==> config.mk <==
export PLATFORM = sky130hd
export DESIGN_NAME = reg_scoreboard
export DESIGN_NICKNAME = d
export VERILOG_FILES = /design/src/rtl/reg_scoreboard.sv
export SDC_FILE = /design/constraint.sdc
export NUM_CORES = 1
export LEC_CHECK = 0
export ABC_AREA = 1
export CELL_PAD_IN_SITES_DETAIL_PLACEMENT = 1
export CELL_PAD_IN_SITES_GLOBAL_PLACEMENT = 2
export CORE_MARGIN = 2
export CORE_UTILIZATION = 37
export DETAILED_ROUTE_END_ITERATION = 10
export HOLD_SLACK_MARGIN = 0.15
export PLACE_DENSITY = 0.93
export SYNTH_ARGS = -nofsm -noshare
export SYNTH_HDL_FRONTEND = slang
export SYNTH_SLANG_ARGS = --single-unit
==> constraint.sdc <==
create_clock -name clk -period 5.5 [get_ports clk]
set_input_delay 0.55 -clock clk [delete_from_list [all_inputs] [get_ports clk]]
set_output_delay 0.55 -clock clk [all_outputs]
set_load 0.1 [all_outputs]
==> src/rtl/reg_scoreboard.sv <==
// rtl/reg_scoreboard.sv - ID-stage scoreboard for in-flight multi-cycle register writes
//
// Tracks a remaining-latency counter per architectural register (x0 excluded).
// Issue is stalled when a source is still too far from completion to be
// forwarded, or when a new write would complete before an older one to the
// same destination.
//
// Ports:
//   clk, rst_n       clock (rising edge), asynchronous active-low reset
//   flush            synchronous clear of all pending state
//   issue_valid      instruction in ID requests issue
//   issue_regwrite   instruction writes issue_rd
//   issue_rd/rs1/rs2 destination and source register indices
//   issue_lat        result latency in cycles (0 treated as 1, clamped to MAX_LAT)
//   stall            combinational hold of ID/IF
//   issue_accept     issue_valid & !stall & !flush
//   pending_mask     bit r set while register r has an in-flight write
//   retire_mask      bit r pulses the cycle after its counter decrements 1->0
//   busy             any register pending
module reg_scoreboard #(
    parameter int NREG      = 32,
    parameter int MAX_LAT   = 7,
    parameter int FWD_SLACK = 1
) (
    input  logic            clk,
    input  logic            rst_n,
    input  logic            flush,
    input  logic            issue_valid,
    input  logic            issue_regwrite,
    input  logic [4:0]      issue_rd,
    input  logic [4:0]      issue_rs1,
    input  logic [4:0]      issue_rs2,
    input  logic [2:0]      issue_lat,
    output logic            stall,
    output logic            issue_accept,
    output logic [NREG-1:0] pending_mask,
    output logic [NREG-1:0] retire_mask,
    output logic            busy
);

    localparam int CW = $clog2(MAX_LAT + 1);
    localparam logic [CW-1:0] SLACK = CW'(FWD_SLACK);

    logic [CW-1:0] cnt [NREG];
    logic [CW-1:0] lat_eff;
    logic [CW-1:0] cnt_rs1;
    logic [CW-1:0] cnt_rs2;
    logic [CW-1:0] cnt_rd;
    logic          raw_rs1;
    logic          raw_rs2;
    logic          waw;
    logic          load_en;

    // Zero latency is treated as single-cycle; anything longer than the
    // counter can represent saturates at MAX_LAT.
    always_comb begin
        lat_eff = CW'(MAX_LAT);
        if (issue_lat == 3'd0) begin
            lat_eff = CW'(1);
        end else if (32'(issue_lat) <= MAX_LAT) begin
            lat_eff = CW'(issue_lat);
        end
    end

    always_comb begin
        cnt_rs1 = cnt[issue_rs1];
        cnt_rs2 = cnt[issue_rs2];
        cnt_rd  = cnt[issue_rd];
    end

    assign raw_rs1 = (issue_rs1 != 5'd0) && (cnt_rs1 > SLACK);
    assign raw_rs2 = (issue_rs2 != 5'd0) && (cnt_rs2 > SLACK);
    // An older write still needing >= lat_eff cycles would land on top of
    // (or after) the younger result and leave a stale value in the file.
    assign waw     = issue_regwrite && (issue_rd != 5'd0) && (cnt_rd >= lat_eff);

    assign stall        = issue_valid && (raw_rs1 || raw_rs2 || waw);
    assign issue_accept = issue_valid && !stall && !flush;
    assign load_en      = issue_accept && issue_regwrite;

    always_ff @(posedge clk or negedge rst_n) begin
        if (!rst_n) begin
            for (int r = 0; r < NREG; r++) begin
                cnt[r] <= '0;
            end
            retire_mask <= '0;
        end else begin
            retire_mask <= '0;
            cnt[0]      <= '0;
            for (int r = 1; r < NREG; r++) begin
                if (flush) begin
                    cnt[r] <= '0;
                end else if (load_en && (issue_rd == 5'(r))) begin
                    // A reload wins over the decrement, so no retire pulse.
                    cnt[r] <= lat_eff;
                end else if (cnt[r] != '0) begin
                    cnt[r]         <= cnt[r] - CW'(1);
                    retire_mask[r] <= (cnt[r] == CW'(1));
                end
            end
        end
    end

    always_comb begin
        pending_mask = '0;
        for (int r = 1; r < NREG; r++) begin
            pending_mask[r] = (cnt[r] != '0);
        end
    end

    assign busy = |pending_mask;

endmodule

==> flow_summary.toml, run 1 <==
[placement]
globalplace.congestion = 0.9324
hpwl_um = 28970
portBuffers = 87

[worst_setup_path]
crit_path_max_incr_delay_ps = 630
cp_max_fo = 22
cp_cell_sequence = "clkdlybuf4s50_1 -> inv_1 -> nor2_2 -> inv_2 -> o22ai_1 -> o21ai_0 -> nand4_1 -> nor2_1 -> a41oi_1 -> ha_1 -> nand3_1 -> o211ai_1 -> o311ai_4 -> nand3_4 -> nor3_4 -> buf_12"
required_ps = 4950
worstSetupPathType = "in2out"
crit_start = "issue_rd[0]"
critPathCaptureType = "output port"
crit_slowest_cell = "clkdlybuf4s50_1"
worst-path-buf-inv = 4
r2r-start = "cnt[40]"
start_kind = "input pin"
cp_data_arrival_time_ps = 4290
crit_family = "buffers and inverters"

[clocking]
cts-resized-gates = 0
cts_root_buf = "clkbuf_16"
clkTransAtPathRegs_ps = 60
cts_tree = "done"
numCtsBuffers = 17
ctsHtreeMaxLevel = 4
cts.sinks = 124
holdBufCountCts = 0
clk-insertion-delay-late_ps = 450
clock_path_buffers = 2
cts_setup_buffers = 0

[layout]
fillCellCount = 3761
most-common-layout-cells = "nand2_1 (449), inv_1 (246), dfrtp_1 (124)"
final_common_cell = "nand2_1"
multi_input_area_um2 = 6760
drive_gt1_frac = 0.09853
ff_latch_area_um2 = 3103
antenna_cells = 0
area_delta_synth_final_pct = 15.41
fin_nets = 1741

[synthesis]
async_flop_share = 1.000
syn-instance-count = 1558
synth_cell_types = 46
syn_avg_cell_area_um2 = 7.233
syn-cell-area_um2 = 11270
yosys_warnings = 0
seq_area_frac_synth = 0.2754
synth-seq-cells = 124
synth-main-ff-cell = "dfrtp_1"
synth_edf_count = 0

[die]
coreArea_um2 = 29800
rows = 63
dieArea_um2 = 31870
die_x_um = 178.5
initial_core_util = 0.3782
die_h_um = 178.5
num_io_pins = 90

[route]
routed_wl_um = 39440
drc = 0
via_per_inst = 5.333
avgRoutedWirePerCell_um = 19.49
drtIter0Drc = 664
vias = 10790
drtAntennaViolNets = 0
firstDrtPassIters = 5

[timing]
post-route-min-period_ps = 4838
grt_setup_unrepaired = "false"
setup_viol = 0
slew_headroom = 0.3441
timing.fmax_mhz = 206.7
setup_tns_ps = 0
holdWs_ps = 153.2
fin_crit_sh = 0.8797
tightest_slew_ps = 980.8
finClkSkew_ps = 11.03
final_max_slew_viol_count = 0
hold_violations = 0

[grt]
grt_max_degree = 76
gr-total-overflow = 0
grt_pass1_vias = 11270
grt_util_all_layers = 0.2597
antenna_found_initial = 0
grt_first_pass_wirelength_um = 63510

[min_path]
hp-class = "in2async"

[power]
leakage_nw = 6.664
combPwrFrac = 0.669
clkPwrFrac = 0.139
ir_drop_mv = 0.3523
p_int_mw = 3.378
swShare = 0.5734
seq_power_share = 0.192
switchingPower_mw = 4.540
power.density_nw_per_um2 = 608.9

[outcome]
status = "completed"

[flow_run]
drv_cap = 0
[synthesized netlist by cell type, drive strengths merged (4+ instances only)]
cell	number	area [um^2]
nor3	38	201.5
ha	96	1201
o221ai	4	35.03
o21ai	59	295.3
dfrtp	124	3103
a21oi	34	496.7
a221oi	4	35.03
clkbuf	32	123.9
nor4	5	31.28
o211ai	4	30.03
nand3	110	573.1
inv	276	1036
buf	34	260.3
xnor2	31	271.5
nand4	106	1111
o22ai	34	212.7
a22oi	4	30.03
nand2	451	1703
nor2	101	410.4
[power groups by stage]
stage               clock (mW)  sequential, mW  combinational, mW
CTS                       1.12            1.52               5.32
global placement             0            1.52               5.15
floorplan                    0            1.64               3.89
global route              1.15            1.56               5.80
finish                    1.10            1.52               5.30
detailed placement           0            1.53               5.27
[cells by family (layout without fill, tap and decap cells)]
group | after synthesis | after routing | share of synthesized area
flip-flops | 124 | 124 | 0.2754
AO/OA/AOI/OAI | 150 | 150 | 0.1076
AND/OR/NAND/NOR | 814 | 814 | 0.3600
adder cells (fa/ha/maj) | 96 | 96 | 0.1066
XOR/XNOR | 31 | 31 | 0.02410
buffers and inverters | 342 | 417 | 0.1260
other | 1 | 2 | 0.0003328
[flip-flops by register name (all words and copies together) (netlist names)]
register	flops
retire_mask	31
cnt	93
[final timing paths]
| kind | endpoint | slack [ps] | cells past startpoint |
|---|---|---|---|
| min in group clk | cnt[49] | 480 | 2 |
| hold / removal | retire_mask[31] | 150 | 1 |
| setup reg to reg | cnt[47] | 1950 | 17 |
| max in group asynchronous | cnt[32] | 4160 | 2 |
| hold reg to reg | cnt[49] | 480 | 2 |
| setup / recovery | issue_accept | 660 | 16 |
[metrics by stage]
step                  util  setup slack, ps  total power, mW  instance area (um^2)  std cells
CTS                 0.4365            721.1            7.956                 13010       2024
global route        0.4365            376.9            8.513                 13010       2024
finish              0.4365            661.8            7.918                 13010       2024
floorplan                -            861.5            5.524                 11270       1559
global placement    0.4182            889.9            6.669                 12460       1993
detailed placement  0.4182            695.6            6.802                 12460       1993
[metal layers]
| layer | share of wire | global-route usage |
|---|---|---|
| met5 | 0 | 0 |
| met4 | 0.019 | 0.07012 |
| met3 | 0.049 | 0.04753 |
| met2 | 0.48 | 0.4381 |
| met1 | 0.45 | 0.3400 |
[worst reg2reg max path, cell delays in order, from the launching register on]
cell and delay [ps]:
dfrtp_1 400, inv_1 210, o22ai_1 120, o21ai_0 350, nand4_1 160, nor2_1 160
a41oi_1 80, ha_1 320, nand3_1 90, o211ai_1 140, o311ai_4 110, nand3_4 160
nor2_8 220, buf_4 340, nand4_4 210, a21oi_4 240, inv_2 60, nor2_1 100
[area by class of cell]
type / count / share of cell area
clock buffers: 23 / 0.03675
clock inverters: 8 / 0.005195
inverters: 276 / 0.07966
multi-input cells: 1093 / 0.5198
flip-flops and latches: 124 / 0.2386
well taps: 390 / 0.03752
repair buffers: 110 / 0.08245
(Power assumes the default switching activity.)
==> run 2: changes to the inputs <==
SETUP_SLACK_MARGIN = 0.5   (was unset)
==> run 2 against run 1 <==
- fmax is 1.6% higher
- sequential power hardly changed
- via count hardly changed
- flip-flop and latch count stayed put
- worst hold slack better by 0.85 ps
- clock skew hardly changed
- highest routed layer unchanged
==> flow_summary.toml, run 2 (synthesis results as in run 1) <==
[route]
vias = 10800
drtIter0Drc = 680
firstDrtPassIters = 5
drtAntennaViolNets = 0
via_per_inst = 5.332
drc = 0
avgRoutedWirePerCell_um = 19.44
routed_wl_um = 39400

[layout]
antenna_cells = 0
largest_reg_flops = 93
final_common_cell = "nand2_1"
most-common-layout-cells = "nand2_1 (449), inv_1 (246), dfrtp_1 (124)"
final_core_util = 0.4377
reg_top3 = "cnt: 93 flops, retire_mask: 31 flops"
multi_input_area_um2 = 6765
drive_gt1_frac = 0.09963
fillCellCount = 3762
largest_register = "cnt"
fin_nets = 1743
area_delta_synth_final_pct = 15.74
design_area_um2 = 13040
ff_latch_area_um2 = 3103

[clocking]
cts_root_buf = "clkbuf_16"
clk-insertion-delay-late_ps = 450
clkTransAtPathRegs_ps = 60
ctsHtreeMaxLevel = 4
cts.sinks = 124
cts_tree = "done"
clock_path_buffers = 2
numCtsBuffers = 17

[power]
leakage_nw = 6.680
combPwrFrac = 0.669
ir_drop_mv = 0.3523
seq_power_share = 0.192
swShare = 0.5731
clkPwrFrac = 0.139
power.density_nw_per_um2 = 607.4
p_int_mw = 3.382
switchingPower_mw = 4.540

[die]
num_io_pins = 90
die_x_um = 178.5
rows = 63
dieArea_um2 = 31870
die_h_um = 178.5
coreArea_um2 = 29800
initial_core_util = 0.3782

[placement]
place_area_um2 = 12460
globalplace.congestion = 0.9324
portBuffers = 87
hpwl_um = 28970
pre_cts_slack_ps = 695.6

[worst_setup_path]
cp_max_fo = 23
ff2ff_path_depth = 17
regToRegEndpoint = "cnt[47]"
cp_data_arrival_time_ps = 4210
r2r-start = "cnt[40]"
start_kind = "input pin"
regToRegSetupSlack_ps = 1940
worstSetupPathType = "in2out"
critPathCaptureType = "output port"
required_ps = 4950

[timing]
hold_violations = 0
timing.fmax_mhz = 209.9
fin_crit_sh = 0.8662
grt_setup_unrepaired = "false"
slew_headroom = 0.3445
fin_ws_ps = 735.7
setup_viol = 0
finClkSkew_ps = 11.11
post-route-min-period_ps = 4764
setup_tns_ps = 0
holdWs_ps = 154.1
final_max_slew_viol_count = 0
tightest_slew_ps = 980.1

[grt]
grt_util_all_layers = 0.2597
grt_pass1_vias = 11270
gr-total-overflow = 0
grt_first_pass_wirelength_um = 63510
antenna_found_initial = 0
grt_max_degree = 76

[flow_run]
drv_cap = 0

[outcome]
status = "completed"

[min_path]
hp-class = "in2async"
==> run 2: cell count changes in the layout (fill, tap and decap cells not counted), sizes merged <==
cell | previous run | this run
buf | 28 | 30
==> run 2: how the worst max path moves through the flow <==
stage,startpoint,to
final,issue_rd[1],stall
after global routing,issue_rd[1],stall
after CTS,issue_rd[0],issue_accept
after detailed placement,issue_rd[0],cnt[27]
after global placement,issue_rd[0],cnt[48]
after floorplan,issue_rd[1],stall
==> run 2: repair_timing <==
item,in CTS,in global routing
resized for setup,0,5
setup endpoints to repair,0,2
hold buffers,0,0
setup buffers,0,2
endpoints found under the hold margin,0,0
==> run 2: metrics by stage <==
stage | std cells | power [mW]
final | 2026 | 7.922
after global routing | 2026 | 8.519
after CTS | 2024 | 7.956
after detailed placement | 1993 | 6.802
after global placement | 1993 | 6.669
after floorplan | 1559 | 5.524
==> run 2: critical path: stages <==
cell	delay (ps)
clkdlybuf4s50_1	610
nand2_1	410
buf_12	230
o22ai_1	90
o21ai_0	350
nand4_1	160
nor2_1	170
a41oi_1	80
ha_1	330
nand2_1	60
o211ai_1	280
o311ai_4	160
nand3_4	190
nor2_8	80
nor2_1	230
buf_12	210
==> run 2: power groups by stage <==
stage	sequential, mW	combinational [mW]	clock (mW)
CTS	1.52	5.32	1.12
detailed placement	1.53	5.27	0
finish	1.52	5.30	1.10
global placement	1.52	5.15	0
global route	1.56	5.81	1.15
floorplan	1.64	3.89	0
==> run 2: layout make-up <==
type	count	area share
clock inverters	8	0.005180
flip-flops and latches	124	0.2379
multi-input cells	1093	0.5187
clock buffers	23	0.03665
inverters	276	0.07982
well taps	390	0.03741
repair buffers	112	0.08432
==> run 2: metal layers <==
layer  vias up  share of wire  GRT usage
met3        49          0.046    0.04753
met4         0          0.017    0.07012
met1      5373           0.45     0.3400
met2       239           0.48     0.4381
met5         -              0          0
li1       5141              -          -
==> run 3: changes to the inputs <==
HOLD_SLACK_MARGIN = 0.12   (was 0.15)
clock period = 6 ns   (was 5.5 ns; I/O delays follow)
==> run 3 against run 2 <==
- wire length grew 0.58%
- global-route usage rose by 0.25 points
- non-clock buffer count shrank 4
- register-to-register slack gained 230 ps
- cell count down 0.15%
- combinational power decreased by 8.5%
- sequential share of layout area down 0.11 points
- count of clock-buffer cells in the layout is 2 lower
- cell area up 0.47%
- die area unchanged
- critical path type unchanged
==> flow_summary.toml, run 3 (synthesis results as in run 1) <==
[die]
dieArea_um2 = 31870
rows = 63
die_h_um = 178.5
coreArea_um2 = 29800
initial_core_util = 0.3782
die_x_um = 178.5
num_io_pins = 90

[clocking]
cts_root_buf = "clkbuf_16"
cts_setup_buffers = 0
clock_path_buffers = 2
numCtsBuffers = 17
clk-insertion-delay-late_ps = 460
clkTransAtPathRegs_ps = 60
cts_tree = "done"
holdBufCountCts = 0
ctsHtreeMaxLevel = 4
cts-resized-gates = 0
cts.sinks = 124

[worst_setup_path]
cp_max_fo = 22
critPathCaptureType = "output port"
regToRegSetupSlack_ps = 2170
crit_family = "buffers and inverters"
required_ps = 5400
cp_data_arrival_time_ps = 4580
r2r-start = "cnt[5]"
worstSetupPathType = "in2out"
crit_path_max_incr_delay_ps = 670
crit_slowest_cell = "clkdlybuf4s50_1"
start_kind = "input pin"
cp_common_cell = "nor2_1"
worst-path-buf-inv = 4
cp_cell_sequence = "clkdlybuf4s50_1 -> nor2_2 -> buf_4 -> inv_2 -> o22ai_1 -> o21ai_0 -> nand4_1 -> nor2_1 -> a41oi_1 -> ha_1 -> a21oi_1 -> o211ai_1 -> o311ai_4 -> nand3_4 -> nor2_8 -> nor2_1 -> buf_12"
crit_start = "issue_rd[1]"

[timing]
setup_tns_ps = 0
setup_viol = 0
tightest_slew_ps = 990.7
hold_violations = 0
grt_setup_unrepaired = "false"
fin_crit_sh = 0.8633
finClkSkew_ps = 11.82
final_max_slew_viol_count = 0
slew_headroom = 0.3375
post-route-min-period_ps = 5180
timing.fmax_mhz = 193.1

[route]
drtAntennaViolNets = 0
topRoutingLayerUsed = "met4"
vias = 10890
wl_met3_um = 1933
avgRoutedWirePerCell_um = 19.59
wl_met1_um = 17780
drc = 0
via_per_inst = 5.381
met2WireLength_um = 19000
routed_wl_um = 39620
firstDrtPassIters = 5
drtIter0Drc = 719

[layout]
largest_reg_flops = 93
antenna_cells = 0
fin_nets = 1739
area_delta_synth_final_pct = 16.29
drive_gt1_frac = 0.09920
largest_register = "cnt"
final_core_util = 0.4398
final_common_cell = "nand2_1"
most-common-layout-cells = "nand2_1 (449), inv_1 (246), dfrtp_1 (124)"
reg_top3 = "cnt: 93 flops, retire_mask: 31 flops"

[flow_run]
drv_cap = 0

[grt]
grt_pass1_vias = 11400
grt_util_all_layers = 0.2622
grt_max_degree = 66
gr-total-overflow = 0
antenna_found_initial = 0
grt_first_pass_wirelength_um = 63800

[power]
power.density_nw_per_um2 = 567.1
switchingPower_mw = 4.167
clkPwrFrac = 0.162
fin_total_pwr_mw = 7.432
seq_power_share = 0.185
p_int_mw = 3.264
leakage_nw = 6.701
combPwrFrac = 0.653
ir_drop_mv = 0.4216
swShare = 0.5608

[placement]
portBuffers = 87
hpwl_um = 28190
globalplace.congestion = 0.9076

[outcome]
status = "completed"

[min_path]
hp-class = "in2async"
[run 3: cell types whose count changed in the layout (fill, tap and decap cells not counted), moves of 2 or more]
cell | previous run | this run
buf_4 | 25 | 22
inv_2 | 28 | 30
clkbuf_1 | 3 | 1
clkinv_2 | 6 | 3
bufinv_16 | 1 | 5
inv_4 | 2 | 0
[run 3: stage by stage]
step | instances | setup WS, ps | hold slack [ps] | area (um^2)
floorplan | 1559 | 1262 | 304.4 | 11270
global placement | 1991 | 983.7 | 463.4 | 12440
detailed placement | 1991 | 857.6 | 471.0 | 12440
CTS | 2023 | 908.2 | 153.6 | 13100
global route | 2023 | 678.7 | 184.4 | 13100
finish | 2023 | 820.3 | 125.6 | 13100
[run 3: cell type report]
type | count | area, um^2
inverter | 276 | 1036
multi-input combinational | 1093 | 6760
sequential | 124 | 3103
timing repair buffer | 108 | 1057
clock buffer | 21 | 470.5
tap | 390 | 488.0
fill | 3736 | 16690
clock inverter | 11 | 188.9
[run 3: power groups by stage]
| stage | logic [mW] | clock network, mW | registers [mW] |
|---|---|---|---|
| floorplan | 3.56 | 0 | 1.50 |
| global placement | 4.72 | 0 | 1.37 |
| detailed placement | 4.82 | 0 | 1.39 |
| CTS | 4.86 | 1.23 | 1.37 |
| global route | 5.32 | 1.26 | 1.42 |
| finish | 4.85 | 1.20 | 1.38 |
[run 3: path summary, 6_finish.rpt]
check | end | depth (start not counted)
setup / recovery | stall | 17
hold / removal | retire_mask[31] | 1
setup reg to reg | cnt[72] | 18
hold reg to reg | cnt[7] | 2
max in group asynchronous | cnt[47] | 2
min in group clk | cnt[7] | 2
[run 3: metal layers]
metal  GRT usage  up-vias
li1            -     5136
met4     0.09282        0
met1      0.3335     5430
met5           0        -
met3     0.04987       57
met2      0.4421      263
==> edit 1, RTL diff (config.mk and constraints of run 2) <==
Reset style: synchronous (`rst_n`), changed in one clocked block. Comments in the files are not updated.
--- a/src/rtl/reg_scoreboard.sv
+++ b/src/rtl/reg_scoreboard.sv
@@ -80,3 +80,3 @@
 
-    always_ff @(posedge clk or negedge rst_n) begin
+    always_ff @(posedge clk) begin
         if (!rst_n) begin
Check against the original RTL: not equivalent (a bounded check fails within 4 cycles, from zero or initial values and one cycle with rst_n low; the reset may be asserted at any time).
==> edit 1 against run 2 <==
- area after synthesis fell by 8.7%
- final area fell by 6.6%
- power fell by 12%
- worst setup slack got worse by 0.043 ns
- core utilization rose by 0.43 points
- sequential cell count did not move
- routed wire length fell by 5.3%
- synthesized cell count fell by 16%
- critical endpoint is now issue_accept
- largest power group unchanged
==> edit 1: results (changes against run 2) <==
\begin{tabular}{lr}
\hline
Metric & Value \\
\hline
\multicolumn{2}{l}{\textbf{Outcome}} \\
\quad Result of the run & finished, final reports clean \\
\multicolumn{2}{l}{\textbf{Min path}} \\
\quad Hold/Removal Path Class & reg -> reg \\
\multicolumn{2}{l}{\textbf{Global route}} \\
\quad Overall track demand over capacity in global routing & 26.0\% (about the same) \\
\quad Global-route wire length before repair & 57300 um (-9.8\%) \\
\quad Via count of the first global-routing pass & 9990 (-11\%) \\
\multicolumn{2}{l}{\textbf{Yosys}} \\
\quad Count of different cell masters after synthesis & 43 (-6.5\%) \\
\quad Cell types with the highest counts after synthesis & sky130\_fd\_sc\_hd\_\_nand2\_1 (220), sky130\_fd\_sc\_hd\_\_inv\_1 (181), sky130\_fd\_sc\_hd\_\_nand3\_1 (165) \\
\quad Number of flops mapped to enable cells by yosys & 93 (+93) \\
\quad Compound-cell area share of the yosys netlist & 5.81\% (-4.9 points) \\
\quad Post-synthesis share of cell area spent on full adders, half adders and majority gates & 11.7\% (+1.0 points) \\
\quad Synthesized instance count & 1314 (-16\%) \\
\quad XOR/XNOR share of the synthesized area & 2.64\% (+0.23 points) \\
\multicolumn{2}{l}{\textbf{Final layout}} \\
\quad Filler instances & 3349 (-11\%) \\
\quad Layout cells sized above 1 & 9.24\% (-0.72 points) \\
\quad Final \#Nets & 1513 (-13\%) \\
\multicolumn{2}{l}{\textbf{Setup path}} \\
\quad Setup slack, reg-to-reg & 1.82 ns (-0.12 ns) \\
\quad Origin of the worst setup path & issue\_rd[0] \\
\quad Highest fanout seen on the critical path & 16 (-30\%) \\
\quad Worst reg2reg path endpoint & cnt[5][2] \\
\multicolumn{2}{l}{\textbf{Placed design}} \\
\quad Routability congestion estimate from global placement & 0.932 (about the same) \\
\quad Placed Cells incl. Taps & 1746 (-12\%) \\
\quad HPWL after detailed placement & 27400 um (-5.4\%) \\
\quad Post-placement setup slack & 0.225 ns (-0.471 ns) \\
\quad Cell area reported after detailed placement & 11500 um2 (-7.3\%) \\
\multicolumn{2}{l}{\textbf{Detailed routing}} \\
\quad Met1 layer wirelength in the final routing & 16400 um (-8.3\%) \\
\quad Post-detailed-route via-to-cell ratio & 5.49 (+2.9\%) \\
\quad Routed wire per std cell & 20.9 um (+7.5\%) \\
\multicolumn{2}{l}{\textbf{Power and ir drop}} \\
\quad Switching fraction of total power & 55.7\% (-1.6 points) \\
\quad Tot Pwr & 6.94 mW (-12\%) \\
\quad Leakage power total & 5.40 nW (-19\%) \\
\quad Fraction of power consumed by sequential logic & 23.5\% (+4.3 points) \\
\quad Power attributed to combinational cells & 4.16 mW (-22\%) \\
\multicolumn{2}{l}{\textbf{Timing}} \\
\quad Normalized max-slew margin & 19.1\% (-15 points) \\
\quad Post-Route Skew & 0.0183 ns (+0.00718 ns) \\
\quad Peak Freq & 208 MHz (-0.90\%) \\
\multicolumn{2}{l}{\textbf{Clock tree}} \\
\quad Number of gates given a new drive strength after cts & 2 (+2) \\
\hline
\end{tabular}
## edit 1: cell count changes in the layout (fill, tap and decap cells not counted), moves of 24 or more
cell | before | now
sky130_fd_sc_hd__nor2_1 | 95 | 156
sky130_fd_sc_hd__inv_1 | 246 | 181
sky130_fd_sc_hd__a21oi_4 | 29 | 0
sky130_fd_sc_hd__edfxtp_1 | 0 | 93
sky130_fd_sc_hd__xnor2_1 | 31 | 0
sky130_fd_sc_hd__dfxtp_1 | 0 | 31
sky130_fd_sc_hd__o21ai_0 | 54 | 30
sky130_fd_sc_hd__xor2_1 | 0 | 31
sky130_fd_sc_hd__nand2_1 | 449 | 219
sky130_fd_sc_hd__nor3_1 | 37 | 1
sky130_fd_sc_hd__nand3_1 | 107 | 165
sky130_fd_sc_hd__clkinv_1 | 0 | 25
sky130_fd_sc_hd__dfrtp_1 | 124 | 0
## edit 1: worst max-delay path: cells and delay by family
family                   cells  cell delay [ns]
AO/OA/AOI/OAI                6             0.86
adder cells (fa/ha/maj)      1             0.25
buffers and inverters        5             1.32
AND/OR/NAND/NOR              5             1.25
## edit 1: how the worst max path moves through the flow
stage | cells past startpoint | to
5_1_grt | 18 | issue_accept
2_1_floorplan | 17 | issue_accept
4_1_cts | 18 | stall
3_3_place_gp | 19 | cnt[7][1]
6_report | 17 | issue_accept
3_5_place_dp | 19 | cnt[6][0]
## edit 1: layer usage
metal  track usage, %  up-vias
met2             42.8      370
li1                 -     4586
met3             4.60       66
met4             10.4        0
met1             33.7     4772
met5                0        -
## edit 1: cell type report
cell class              count  area, um2  area share [%]
inverters                 209        785            6.44
clock inverters            15        149            1.22
well taps                 378        473            3.88
repair buffers            117       1110            9.10
flip-flops and latches    124       3410            28.0
clock buffers              17        425            3.49
multi-input cells         925       5820            47.8
==> edit 2, RTL diff (settings of run 2) <==
Without the edit above. `NREG`: 32 -> 64.
--- a/src/rtl/reg_scoreboard.sv
+++ b/src/rtl/reg_scoreboard.sv
@@ -20,3 +20,3 @@
 module reg_scoreboard #(
-    parameter int NREG      = 32,
+    parameter int NREG      = 64,
     parameter int MAX_LAT   = 7,
Interface: changed (resized pending_mask and retire_mask); port bits go from 90 to 154. The function was not compared with the original's and may differ.
==> edit 2 against run 2 <==
- core utilization rose by 0.12 points
- sequential cell count rose by 128
- power rose by 89%
- final area rose by 65%
- synthesized cell count rose by 56%
- worst setup slack got worse by 0.091 ns
- routed wire length rose by 67%
- area after synthesis rose by 63%
- critical path type is now reg -> out
- maximum frequency fell by 1.9%
- largest cell class unchanged
==> edit 2: results (changes against run 2) <==
\begin{tabular}{lr}
\hline
Metric & Value \\
\hline
\multicolumn{2}{l}{\textbf{Outcome}} \\
\quad Result of the run & finished, final reports clean \\
\multicolumn{2}{l}{\textbf{Setup path}} \\
\quad Delay contributed by the slowest stage of the critical path & 1.00 ns (+0.39 ns) \\
\quad Highest fanout seen on the critical path & 4 (-83\%) \\
\quad Launching point of the worst reg2reg path & cnt[146] \\
\quad Length in cells of the worst reg-to-reg path & 14 (-3) \\
\quad Worst reg2reg path endpoint & cnt[150] \\
\multicolumn{2}{l}{\textbf{Yosys}} \\
\quad Share of synthesized area occupied by flip-flops and latches & 34.3\% (+6.8 points) \\
\quad Compound-cell area share of the yosys netlist & 8.25\% (-2.5 points) \\
\quad Synthesized instance count & 2434 (+56\%) \\
\quad Cells taking the most area after synthesis & sky130\_fd\_sc\_hd\_\_dfrtp\_1 (34\%), sky130\_fd\_sc\_hd\_\_ha\_1 (13\%), sky130\_fd\_sc\_hd\_\_nand2\_1 (9.8\%), sky130\_fd\_sc\_hd\_\_nand3\_1 (8.0\%), sky130\_fd\_sc\_hd\_\_inv\_1 (6.3\%) \\
\multicolumn{2}{l}{\textbf{Clock tree}} \\
\quad Clock latency reported for the late side of the worst-skew pair & 0.60 ns (+0.15 ns) \\
\quad Depth of the CTS H-tree & 1 (-3) \\
\quad TritonCTS Buffers & 31 (+14) \\
\multicolumn{2}{l}{\textbf{Detailed routing}} \\
\quad Number of vias in the routed layout & 17.3k (+61\%) \\
\multicolumn{2}{l}{\textbf{Placed design}} \\
\quad Number of I/O port buffers & 151 (+74\%) \\
\quad Cell area reported after detailed placement & 20300 um2 (+63\%) \\
\quad Post-placement setup slack & 0.547 ns (-0.149 ns) \\
\multicolumn{2}{l}{\textbf{Timing}} \\
\quad Normalized max-slew margin & 20.6\% (-14 points) \\
\quad Final-layout worst hold slack & 0.478 ns (+0.324 ns) \\
\multicolumn{2}{l}{\textbf{Final layout}} \\
\quad Layout cells sized above 1 & 6.29\% (-3.7 points) \\
\quad Filler instances & 6056 (+61\%) \\
\quad Biggest registers after layout & cnt (189), retire\_mask (63) \\
\multicolumn{2}{l}{\textbf{Global route}} \\
\quad Antenna violations before repair & 6 (+6) \\
\quad Maximum number of pins on one net before global-route repair & 130 (+71\%) \\
\quad Via count of the first global-routing pass & 18.3k (+62\%) \\
\quad Global-route wire length before repair & 102000 um (+61\%) \\
\quad Overall track demand over capacity in global routing & 25.7\% (-0.29 points) \\
\hline
\end{tabular}
edit 2: layer usage:
metal | up-vias | global-route usage (%) | part of all wire [%] | routed length, um
li1 | 8121 | - | - | -
met1 | 8642 | 32.7 | 43 | 28200
met2 | 420 | 43.2 | 47 | 31200
met3 | 151 | 3.73 | 5.2 | 3430
met4 | 4 | 11.3 | 4.3 | 2840
met5 | - | 0 | 0.030 | 20
edit 2: final cells by class:
type	count	area (um2)	area share [%]
inverters	345	1300	6.06
diodes	4	10.0	0.0466
repair buffers	182	1790	8.33
clock inverters	14	254	1.18
flip-flops and latches	252	6310	29.4
multi-input cells	1741	10100	47.0
clock buffers	43	891	4.15
well taps	664	831	3.87
edit 2: repair_timing:
action / 4_1_cts / 5_1_grt
hold buffers: 1 / 0
buffers inserted: 0 / 0
hold endpoints to repair: 56 / 0
edit 2: power by group:
group	switching, mW	internal (mW)	leakage [nW]	total, mW
sequential	0.683	2.56	3.29	3.24
clock	0.884	1.45	0.558	2.33
combinational	6.75	2.63	6.87	9.38
total	8.32	6.64	10.7	15.0
edit 2: worst max path at each step:
stage | end | cells past startpoint | slack [ns] | start
final | busy | 9 | 0.65 | cnt[108]
after global routing | busy | 9 | 0.53 | cnt[115]
after CTS | busy | 9 | 0.58 | cnt[108]
after detailed placement | cnt[180] | 19 | 0.55 | issue_rd[1]
after global placement | cnt[178] | 19 | 0.71 | issue_rd[1]
after floorplan | stall | 16 | 0.96 | issue_rd[0]
edit 2: cells by family after synthesis:
kind of cell,Yosys count
compound gates,286
xor+xnor,63
fa+ha+maj,192
buf+inv,442
flops,252
other cells,1
simple gates,1198
